--- src/rtl/reg_fifo_if.sv ---
// Handshake/data bundle for reg_fifo. almost_full exists only when
// REG_FIFO_ALMOST_FULL_EN is defined.
interface reg_fifo_if #(
  parameter int unsigned WIDTH = 32,
  parameter int unsigned DEPTH = 4,
  parameter int unsigned CW    = $clog2(DEPTH + 1)
);
  logic             flush;
  logic             wr_en;
  logic [WIDTH-1:0] data_in;
  logic             rd_en;
  logic [WIDTH-1:0] data_out;
  logic             full;
  logic             empty;
  logic [CW-1:0]    count;
  logic             overflow;
  logic             underflow;
`ifdef REG_FIFO_ALMOST_FULL_EN
  logic             almost_full;
`endif

  modport master (
    output flush, wr_en, data_in, rd_en,
`ifdef REG_FIFO_ALMOST_FULL_EN
    input  almost_full,
`endif
    input  data_out, full, empty, count, overflow, underflow
  );

  modport slave (
    input  flush, wr_en, data_in, rd_en,
`ifdef REG_FIFO_ALMOST_FULL_EN
    output almost_full,
`endif
    output data_out, full, empty, count, overflow, underflow
  );
endinterface

--- src/rtl/reg_fifo.sv ---
// Register-based first-word-fall-through FIFO with sticky overflow/underflow flags.
// Optional almost_full output enabled by defining REG_FIFO_ALMOST_FULL_EN.
module reg_fifo #(
  parameter int unsigned WIDTH    = 32,
  parameter int unsigned DEPTH    = 4
`ifdef REG_FIFO_ALMOST_FULL_EN
  ,
  parameter int unsigned AF_LEVEL = DEPTH - 1
`endif
) (
  input  logic     clk,
  input  logic     reset,
  reg_fifo_if.slave bus
);
  localparam int unsigned CW = $clog2(DEPTH + 1);
  localparam int unsigned PW = (DEPTH > 1) ? $clog2(DEPTH) : 1;

  logic [WIDTH-1:0] mem_q [DEPTH];
  logic [PW-1:0]    wr_ptr_q, wr_ptr_d;
  logic [PW-1:0]    rd_ptr_q, rd_ptr_d;
  logic [CW-1:0]    count_q, count_d;
  logic             overflow_q, overflow_d;
  logic             underflow_q, underflow_d;
  logic             full, empty;
  logic             wr_accept, rd_accept;

  assign full  = (count_q == CW'(DEPTH));
  assign empty = (count_q == '0);

  // A full FIFO may still take a write when the head is popped the same cycle.
  assign wr_accept = bus.wr_en && (!full || bus.rd_en);
  assign rd_accept = bus.rd_en && !empty;

  always_comb begin
    wr_ptr_d    = wr_ptr_q;
    rd_ptr_d    = rd_ptr_q;
    count_d     = count_q;
    overflow_d  = overflow_q;
    underflow_d = underflow_q;
    if (bus.flush) begin
      wr_ptr_d    = '0;
      rd_ptr_d    = '0;
      count_d     = '0;
      overflow_d  = 1'b0;
      underflow_d = 1'b0;
    end else begin
      if (wr_accept) begin
        wr_ptr_d = (wr_ptr_q == PW'(DEPTH - 1)) ? '0 : wr_ptr_q + 1'b1;
      end
      if (rd_accept) begin
        rd_ptr_d = (rd_ptr_q == PW'(DEPTH - 1)) ? '0 : rd_ptr_q + 1'b1;
      end
      unique case ({wr_accept, rd_accept})
        2'b10:   count_d = count_q + 1'b1;
        2'b01:   count_d = count_q - 1'b1;
        default: count_d = count_q;
      endcase
      if (bus.wr_en && full && !bus.rd_en) overflow_d  = 1'b1;
      if (bus.rd_en && empty)              underflow_d = 1'b1;
    end
  end

  always_ff @(posedge clk or posedge reset) begin
    if (reset) begin
      wr_ptr_q    <= '0;
      rd_ptr_q    <= '0;
      count_q     <= '0;
      overflow_q  <= 1'b0;
      underflow_q <= 1'b0;
    end else begin
      wr_ptr_q    <= wr_ptr_d;
      rd_ptr_q    <= rd_ptr_d;
      count_q     <= count_d;
      overflow_q  <= overflow_d;
      underflow_q <= underflow_d;
    end
  end

  // Flush leaves storage intact; the emptied count masks it on data_out.
  always_ff @(posedge clk or posedge reset) begin
    if (reset) begin
      for (int i = 0; i < int'(DEPTH); i++) mem_q[i] <= '0;
    end else if (wr_accept && !bus.flush) begin
      mem_q[wr_ptr_q] <= bus.data_in;
    end
  end

  assign bus.data_out  = empty ? '0 : mem_q[rd_ptr_q];
  assign bus.full      = full;
  assign bus.empty     = empty;
  assign bus.count     = count_q;
  assign bus.overflow  = overflow_q;
  assign bus.underflow = underflow_q;
`ifdef REG_FIFO_ALMOST_FULL_EN
  assign bus.almost_full = (count_q >= CW'(AF_LEVEL));
`endif

endmodule
--- src/flat_wrapper.sv ---
// flat-port wrapper written by rule: the top's interface ports become plain ports
module reg_fifo_flat 
#(
  parameter int unsigned WIDTH    = 32,
  parameter int unsigned DEPTH    = 4

)
  (clk, reset, bus_flush, bus_wr_en, bus_data_in, bus_rd_en, bus_data_out, bus_full, bus_empty, bus_count, bus_overflow, bus_underflow);
  reg_fifo_if #(.WIDTH(WIDTH), .DEPTH(DEPTH)) bus_i ();
  input  logic clk;
  input  logic reset;
  input wire logic [$bits(bus_i.flush)-1:0] bus_flush;
  input wire logic [$bits(bus_i.wr_en)-1:0] bus_wr_en;
  input wire logic [$bits(bus_i.data_in)-1:0] bus_data_in;
  input wire logic [$bits(bus_i.rd_en)-1:0] bus_rd_en;
  output wire logic [$bits(bus_i.data_out)-1:0] bus_data_out;
  output wire logic [$bits(bus_i.full)-1:0] bus_full;
  output wire logic [$bits(bus_i.empty)-1:0] bus_empty;
  output wire logic [$bits(bus_i.count)-1:0] bus_count;
  output wire logic [$bits(bus_i.overflow)-1:0] bus_overflow;
  output wire logic [$bits(bus_i.underflow)-1:0] bus_underflow;
  assign bus_i.flush = bus_flush;
  assign bus_i.wr_en = bus_wr_en;
  assign bus_i.data_in = bus_data_in;
  assign bus_i.rd_en = bus_rd_en;
  assign bus_data_out = bus_i.data_out;
  assign bus_full = bus_i.full;
  assign bus_empty = bus_i.empty;
  assign bus_count = bus_i.count;
  assign bus_overflow = bus_i.overflow;
  assign bus_underflow = bus_i.underflow;
  reg_fifo #(.WIDTH(WIDTH), .DEPTH(DEPTH)) u_core (.clk(clk), .reset(reset), .bus(bus_i));
endmodule
--- config.mk ---
export PLATFORM = sky130hd
export DESIGN_NAME = reg_fifo_flat
export DESIGN_NICKNAME = d
export VERILOG_FILES = /design/src/rtl/reg_fifo_if.sv /design/src/rtl/reg_fifo.sv /design/src/flat_wrapper.sv
export SDC_FILE = /design/constraint.sdc
export NUM_CORES = 1
export LEC_CHECK = 0
export CAP_MARGIN = 40
export CELL_PAD_IN_SITES_DETAIL_PLACEMENT = 1
export CELL_PAD_IN_SITES_GLOBAL_PLACEMENT = 1
export CORE_MARGIN = 1
export CORE_UTILIZATION = 45
export CTS_CLUSTER_SIZE = 28
export DETAILED_ROUTE_END_ITERATION = 7
export PLACE_DENSITY_LB_ADDON = 0.1
export SLEW_MARGIN = 20
export SYNTH_ARGS = -nofsm -noshare
export SYNTH_HDL_FRONTEND = slang
export SYNTH_SLANG_ARGS = --single-unit
--- constraint.sdc ---
create_clock -name clk -period 5.5 [get_ports clk]
set_clock_uncertainty 0.05 [all_clocks]
set_input_delay 1.1 -clock clk [delete_from_list [all_inputs] [get_ports clk]]
set_output_delay 1.1 -clock clk [all_outputs]
set_load 0.01 [all_outputs]
# Word-level counts from Yosys, hierarchy flattened
# Cells that the tools add are included.
[op_classes]
addsub = 4
n_eq_ne = 5
bitwise = 2
reduce_logical = 18
n_mux = 19
n_lt_le_gt_ge = 3
[op_table]
columns = ["cell", "count"]
rows = [
  ["128-bit bitwise mux", 1],
  ["32-bit 2-to-1 mux", 4],
  ["32-bit binary-select mux with 2-bit select", 1],
  ["32-bit demux with 2-bit select", 1],
  ["2-bit 2-to-1 mux", 6],
  ["2-bit nonzero test", 4],
  ["1-bit logical AND", 7],
  ["2-bit == test, second input constant", 3],
  ["3-bit >= comparator, second input constant", 2],
  ["2-bit inverter with 3-bit output", 2],
  ["3-bit case mux with 2 select lines", 1],
  ["2-bit by 1-bit adder with 2-bit output, second input constant", 2],
  ["1-bit zero test", 4],
  ["1-bit 2-to-1 mux", 4],
  ["3-bit by 1-bit adder with 3-bit output, second input constant", 1],
  ["3-bit == test, second input constant", 1],
  ["3-bit zero test", 1],
  ["3-bit by 1-bit < comparator with 1-bit output, second input constant", 1],
  ["3-bit 2-to-1 mux", 1],
  ["3-bit nonzero test", 1],
  ["3-bit by 1-bit subtractor with 3-bit output, second input constant", 1],
  ["2-bit by 1-bit == test with 1-bit output, second input constant", 1],
  ["1-bit logical OR", 1],
]
[totals]
inputBits = 37
register_bits = 137

# Longest topological paths before layout
# Gate-level depths: netlist of the first run.
[logic_depth]
word_depth = 7
depth_mapped = 8

# Worst setup path after synthesis of the first run
# Ideal clock, no wire load.
[synth_path]
path_type = "input -> register"
start = "input bus_wr_en"
end = "register u_core.count_q[2], in the netlist u_core.bus.count[2]"
path_buffers = 1
setup_time_ps = 82
t_arrival_ps = 2628
slack_ps = 2740
stages = 6
cell_sequence = "clkbuf_1 nand2b_1 nor2_1 fa_1 or4_1 a31oi_1"
[synth_via]
elab_chain_cells = 4
elab_cells_between_ends = 6
cone_classes = "eq/ne (2); mux (2); reduce/logical (2)"
[synth_rtl]
columns = ["element", "line", "rtl"]
rows = [
  ["start, declared", "flat_wrapper.sv:13", "input wire logic [$bits(bus_i.wr_en)-1:0] bus_wr_en;"],
  ["1-bit logical AND *", "reg_fifo.sv:31", "assign wr_accept = bus.wr_en && (!full || bus.rd_en);"],
  ["2-bit by 1-bit == test with 1-bit output or 2-bit == test (tied branches)", "reg_fifo.sv:53", "unique case ({wr_accept, rd_accept})"],
  ["3-bit case mux with 2 select lines", "reg_fifo.sv:53", ""],
  ["3-bit 2-to-1 mux", "reg_fifo.sv:40", "if (bus.flush) begin"],
  ["end signal, assigned", "reg_fifo.sv:73", "count_q <= count_d;"],
  ["end, declared", "reg_fifo.sv:21", "logic [CW-1:0] count_q, count_d;"],
]
# Every way passes the cells marked *; elsewhere a longest branch is shown, timed or not.
# A chain may end at the register's enable or synchronous reset.

# Worst setup path in the final report of the first run
[layout_path]
start = "register u_core.rd_ptr_q[0]"
end = "output bus_data_out[11]"
[layout_via]
elab_chain_cells = 5
[layout_rtl]
columns = ["element", "line", "rtl"]
rows = [
  ["start, declared", "reg_fifo.sv:20", "logic [PW-1:0] rd_ptr_q, rd_ptr_d;"],
  ["start signal, assigned", "reg_fifo.sv:72", "rd_ptr_q <= rd_ptr_d;"],
  ["2-bit inverter with 3-bit output (not written as such)", "reg_fifo.sv:88", "assign bus.data_out = empty ? '0 : mem_q[rd_ptr_q];"],
  ["32-bit binary-select mux with 2-bit select", "reg_fifo.sv:88", ""],
  ["32-bit 2-to-1 mux (not written as such) (2 in series)", "reg_fifo.sv:88", ""],
  ["32-bit 2-to-1 mux", "reg_fifo.sv:88", ""],
  ["end, declared", "flat_wrapper.sv:16", "output wire logic [$bits(bus_i.data_out)-1:0] bus_data_out;"],
]
# No other way between the ends. The select of a mux whose other input is x is not followed.

==> metrics, run 1 <==
status=completed; clk_lat worst skew=0.41 ns; Slew Limit Fails=0; syn avg cell area=16.8 sq um; Ports=76; WS Path Type=flop to primary output; Placed Instances=662; die height=127 um; vias in the first global route=4284; Worst VDD drop=0.252 mV; Main synth FF type=dfrtp_1; Total Routing Usage GR=0.204; EDFF count, synth=0; antenna cells=0; crit start category=flop; Synth Instances=417; Netlist cell types=36; Post-CTS Resized=0; Core Util, Final=0.558; share of cells above drive strength 1=0.431; CP Capture Type=primary output; RD Place Congestion=0.734; Fillers=1400; Hold Buf Count CTS=0; Max Fclk=251 MHz; Period minus WS final=3.99 ns; post-synthesis register bit count=about 140; clk root buf=clkbuf_16; crit-path max FO=18; overall routed net length=14700 um; clk slew on worst S/H paths=0.06 ns; grt total ovfl=0; area share of the largest cell type after synthesis=0.489; largest net degree at the start of global routing=65; effective utilization at floorplan=0.461; CTS tree=done; vias=3724; Worst-Margin Slew=0.774 ns; gr busiest metal=met2; Async SR Flop Fraction=1.00; YS warnings=0; Tcrit/Tclk final=0.725; Post-DP HPWL=8900 um; Worst Path Arrival=2.84 ns; fin cells=694; Reg area=0.00343 sq mm; H-tree levels=4; antenna violations before repair=0; # rows=45; max cap viols=0; setup_tns=0 ns; wire length per cell=21.2 um; met2 Use GR=0.338; RSZ-0062 raised after global routing=no; Nets=around 540; met1 GRT Util=0.269; drt drc=0; Fin. Hold Viols=0; top cells by area, synth=dfrtp_1 49%, mux2_4 26%, mux4_2 10%; P_leak=3.63 nW; Initial DRT Pass Iterations=4; sequential share of the synthesized area=0.489; CTS buffer count=17; Synth Net Count=460; Pwr Density=between 400 and 500 mW/mm^2; post-DR vias/cell=5.37; DIE AREA=between 0.015 and 0.02 sq mm; first-pass GRT wire length=between 20000 and 25000 um; IO buf count=75; Die Wd=around 130 um; setup violators final=0; Initial DRC Count=148; worst relative slew slack=0.482; multi-input logic area=0.00328 sq mm; Syn-to-layout area delta=21.0%; GR Util met3=0.0493; HP Class=flop to flop; core area=about 0.015 sq mm; Setup Buffers After CTS=0; ANT nets after route=0; Req. time, crit path=4.35 ns; clock buffer depth=2; clock sink count=137; post-synth top area cell=dfrtp_1; synthesized area=around 0.007 sq mm
==> through the flow <==
stage               total power [mW]  setup WS [ns]  hold WS [ns]  area [sq um]
finish                          3.72           1.51         0.452          8480
global route                    3.91           1.30         0.467          8480
CTS                             3.77           1.41         0.457          8480
detailed placement              2.54           1.87         0.440          7860
global placement                2.50           1.86         0.435          7810
floorplan                       2.23          0.682         0.425          7010
==> synthesized netlist by cell type, types with 2 or more instances <==
master,count
nand2b_1,3
inv_1,5
clkbuf_1,7
mux2_4,120
dfrtp_1,137
nand2_1,2
mux2_2,9
buf_12,12
nor2_1,8
nand3_1,2
ha_1,5
o2111ai_1,2
nor4bb_1,4
buf_2,8
mux2i_1,2
mux4_2,32
buf_4,4
nor2b_1,34
a31oi_1,2
a21oi_1,3
==> registers in the layout (all words and copies together), names as in the netlist <==
signal / cells
u_core.mem_q: 128
u_core.bus.count: 3
u_core.rd_ptr_q: 2
u_core.wr_ptr_q: 2
u_core.bus.overflow: 1
u_core.bus.underflow: 1
==> cell type report <==
class	instances	share of cell area
flip-flops and latches	137	0.405
multi-input cells	243	0.386
clock buffers	20	0.0551
clock inverters	12	0.0174
inverters	5	0.00280
well taps	188	0.0278
repair buffers	89	0.106
==> worst paths after layout <==
| kind | slack [ns] | to | depth (start not counted) | from |
|---|---|---|---|---|
| setup reg to reg | 2.99 | u_core.bus.count[2] | 6 | u_core.bus.count[0] |
| min in group asynchronous | 1.02 | u_core.mem_q[20] | 2 | reset |
| hold reg to reg | 0.45 | u_core.mem_q[61] | 1 | u_core.mem_q[61] |
| max in group asynchronous | 3.62 | u_core.mem_q[94] | 3 | reset |
| setup / recovery | 1.51 | bus_data_out[11] | 4 | u_core.rd_ptr_q[0] |
| hold / removal | 0.45 | u_core.mem_q[61] | 1 | u_core.mem_q[61] |
==> where the power goes <==
group / switching (mW) / internal, mW / total (mW)
Combinational: 0.299 / 0.711 / 1.01
Sequential: 0.198 / 1.32 / 1.52
Clock: 0.439 / 0.746 / 1.19
==> kinds of logic (layout without fill, tap and decap cells) <==
group,count (synthesis),after routing,share of synthesized area
fa+ha+maj,6,6,0.0118
buf+inv,37,126,0.0523
xor+xnor,2,2,0.00250
compound gates,11,11,0.0109
simple gates,61,61,0.0557
mux,163,163,0.377
flops,137,137,0.489
==> worst max-delay path, cell delays in order, from the launching register on <==
cell             delay (ns)
dfrtp_2                0.74
buf_4                  0.48
mux4_2                 0.56
nor2b_1                0.15
clkdlybuf4s50_1        0.48
==> cell usage in the layout, fill, tap and decap left out, types with 3 or more instances in the layout <==
| cell | instances |
|---|---|
| a21oi_1 | 3 |
| buf_4 | 12 |
| bufinv_16 | 3 |
| clkbuf_16 | 17 |
| clkbuf_8 | 3 |
| clkdlybuf4s50_1 | 75 |
| clkinv_2 | 5 |
| dfrtp_1 | 135 |
| ha_1 | 5 |
| inv_1 | 4 |
| mux2_2 | 9 |
| mux2_4 | 120 |
| mux4_2 | 32 |
| nand2b_1 | 3 |
| nor2_1 | 8 |
| nor2b_1 | 34 |
| nor4bb_4 | 4 |
==> layer usage <==
metal	up-vias	wire, um
li1	1664	-
met1	1989	6760
met2	59	7360
met3	12	461
met4	0	145
met5	-	0
(Power assumes the default switching activity.)
==> run 2, diff against run 1 <==
--- a/config.mk
+++ b/config.mk
@@ -9,7 +9,7 @@
 export CELL_PAD_IN_SITES_DETAIL_PLACEMENT = 1
 export CELL_PAD_IN_SITES_GLOBAL_PLACEMENT = 1
 export CORE_MARGIN = 1
-export CORE_UTILIZATION = 45
+export CORE_UTILIZATION = 44
 export CTS_CLUSTER_SIZE = 28
 export DETAILED_ROUTE_END_ITERATION = 7
 export PLACE_DENSITY_LB_ADDON = 0.1
==> constraint.sdc (replaced) <==
create_clock -name clk -period 3.2 [get_ports clk]
set_clock_uncertainty 0.05 [all_clocks]
set_input_delay 0.64 -clock clk [delete_from_list [all_inputs] [get_ports clk]]
set_output_delay 0.64 -clock clk [all_outputs]
set_load 0.01 [all_outputs]
==> metrics, run 2 (same netlist as run 1, synthesis figures left out) <==
GR Util met3=0.0505 (+0.00115); Tcrit/Tclk final=0.946; crit path buf inv count=2 (unchanged); overall routed net length=15000 um (+1.6%); WS Path Type=flop to primary output; Nets=540 (+0.75%); first-pass GRT wire length=25200 um (+2.4%); antenna violations before repair=0 (unchanged); Syn-to-layout area delta=23.4%; CTS tree=done; combinational fraction of design power=0.266 (-0.006); Critical-path top delay cell=dfrtp_2; Post-DP HPWL=9000 um (+1.1%); share of cells above drive strength 1=0.433 (+0.00250); largest net degree at the start of global routing=138 (+110%); grt total ovfl=0 (unchanged); Worst VDD drop=0.463 mV (+84%); wire length per cell=20.8 um (-2.2%); antenna cells=0 (unchanged); Worst-Margin Slew=0.773 ns (-0.00166 ns); RD Place Congestion=0.700 (-4.6%); Initial DRT Pass Iterations=4 (unchanged); max cap viols=0 (unchanged); CP Capture Type=primary output; CTS buffer count=17 (unchanged); vias in the first global route=4442 (+3.7%); cell family with most CP delay=buffers and inverters; RSZ-0062 raised after global routing=no; commonest non-fill, non-tap cells in the layout=135 x dfrtp_1, 120 x mux2_4, 75 x clkdlybuf4s50_1; H-tree levels=4 (unchanged); Slew Limit Fails=0 (unchanged); gr busiest metal=met2; crit-path max FO=21 (+3); Period minus WS final=~3 ns; post-DR vias/cell=5.23 (-2.5%); effective utilization at floorplan=0.456 (-0.00506); worst relative slew slack=0.484 (+0.00195); crit-path max cell delay=0.72 ns (-0.02 ns); clock network fraction of total power=0.341 (+0.022); R2R setup slack=0.73 ns (-2.26 ns); clk slew on worst S/H paths=0.06 ns (about the same); met1 GRT Util=0.284 (+0.0151); Worst Path Arrival=2.34 ns (-0.50 ns); max FFs per register=128 (unchanged); status=completed; # rows=45 (unchanged); Hold Buf Count CTS=0 (unchanged); Total Routing Usage GR=0.206 (+0.00126); Pwr Density=769 mW/mm^2 (+75%); P_leak=3.68 nW (+1.4%); Ports=76 (unchanged); crit start category=flop; clock buffer depth=2 (unchanged); commonest non-fill, non-tap cell in the layout=dfrtp_1; Fin. Hold Viols=0 (unchanged); core area=0.0154 sq mm (+1.1%); Initial DRC Count=157 (+6.1%); setup_tns=0 ns (unchanged); vias=3774 (+1.3%); clk_lat worst skew=0.41 ns (about the same); IO buf count=75 (unchanged); clock sink count=137 (unchanged); Post-CTS Resized=0 (unchanged); final hold slack=0.448 ns (-0.00439 ns); Switching Fraction=0.246 (-0.00658); Max Fclk=330 MHz; crit path cell chain=buf_4 -> mux4_2 -> nor2b_1 -> clkdlybuf4s50_1; Internal Power=5.01 mW (+81%); setup violators final=0 (unchanged); drt drc=0 (unchanged); Die Wd=128 um (+1.1%); Flop pwr share=0.392 (-0.017); HP Class=flop to flop; Setup Buffers After CTS=0 (unchanged); Net Sw Power=1.63 mW (+74%); Req. time, crit path=2.51 ns (-1.84 ns); die height=128 um (+1.1%); clk root buf=clkbuf_16; ANT nets after route=0 (unchanged); DIE AREA=0.0164 sq mm (+2.2%); most flop-heavy register=u_core.mem_q; met2 Use GR=0.321 (-0.0169)
-- run 2: cell count changes in the layout (fill, tap and decap cells not counted), sizes merged --
cell and delta:
buf +4, clkinv -4, bufinv +3, clkinvlp +1
-- run 2: tightest hold or removal path: stages (launching register included) --
cell and delay [ns]:
dfrtp_1 0.34, a21oi_1 0.04, nor2_1 0.07
-- run 2: cell type report --
class / count / area [sq um]
Clock inverter: 12 / 219
Timing Repair Buffer: 93 / 973
Sequential cell: 137 / 3430
Fill cell: 1421 / 6730
Tap cell: 211 / 264
Clock buffer: 20 / 457
Inverter: 5 / 22.5
Multi-Input combinational cell: 243 / 3280
-- run 2: path summary, 6_finish.rpt --
path,startpoint,to,depth (start not counted)
max,u_core.rd_ptr_q[1],bus_data_out[9],4
min,u_core.bus.underflow,u_core.bus.underflow,2
max reg2reg,u_core.bus.count[0],u_core.bus.count[2],6
min reg2reg,u_core.bus.underflow,u_core.bus.underflow,2
max in group asynchronous,reset,u_core.rd_ptr_q[1],3
min in group asynchronous,reset,u_core.mem_q[113],3
-- run 2: through the flow --
step | area, sq um | setup slack, ns | std cells | power, mW | utilization
final | 8640 | 0.172 | 721 | 6.65 | 0.562
after detailed placement | 7970 | 0.317 | 689 | 4.40 | 0.518
after global routing | 8640 | 0.0476 | 721 | 6.97 | 0.562
after floorplan | 7010 | 0.556 | 417 | 3.83 | -
after global placement | 7960 | 0.114 | 688 | 4.33 | 0.518
after CTS | 8640 | 0.0960 | 721 | 6.72 | 0.562
-- run 2: metal layers --
metal  wire length (um)  share of wire
met1               7210           0.48
met2               7160           0.48
met4                125         0.0084
met5                  0              0
met3                474          0.032
-- run 2: power by group through the flow --
stage	clock, mW	combinational, mW	sequential, mW
after floorplan	0	1.34	2.49
after global placement	0	1.74	2.58
after detailed placement	0	1.79	2.61
after CTS	2.31	1.80	2.61
after global routing	2.39	1.91	2.67
final	2.27	1.77	2.61
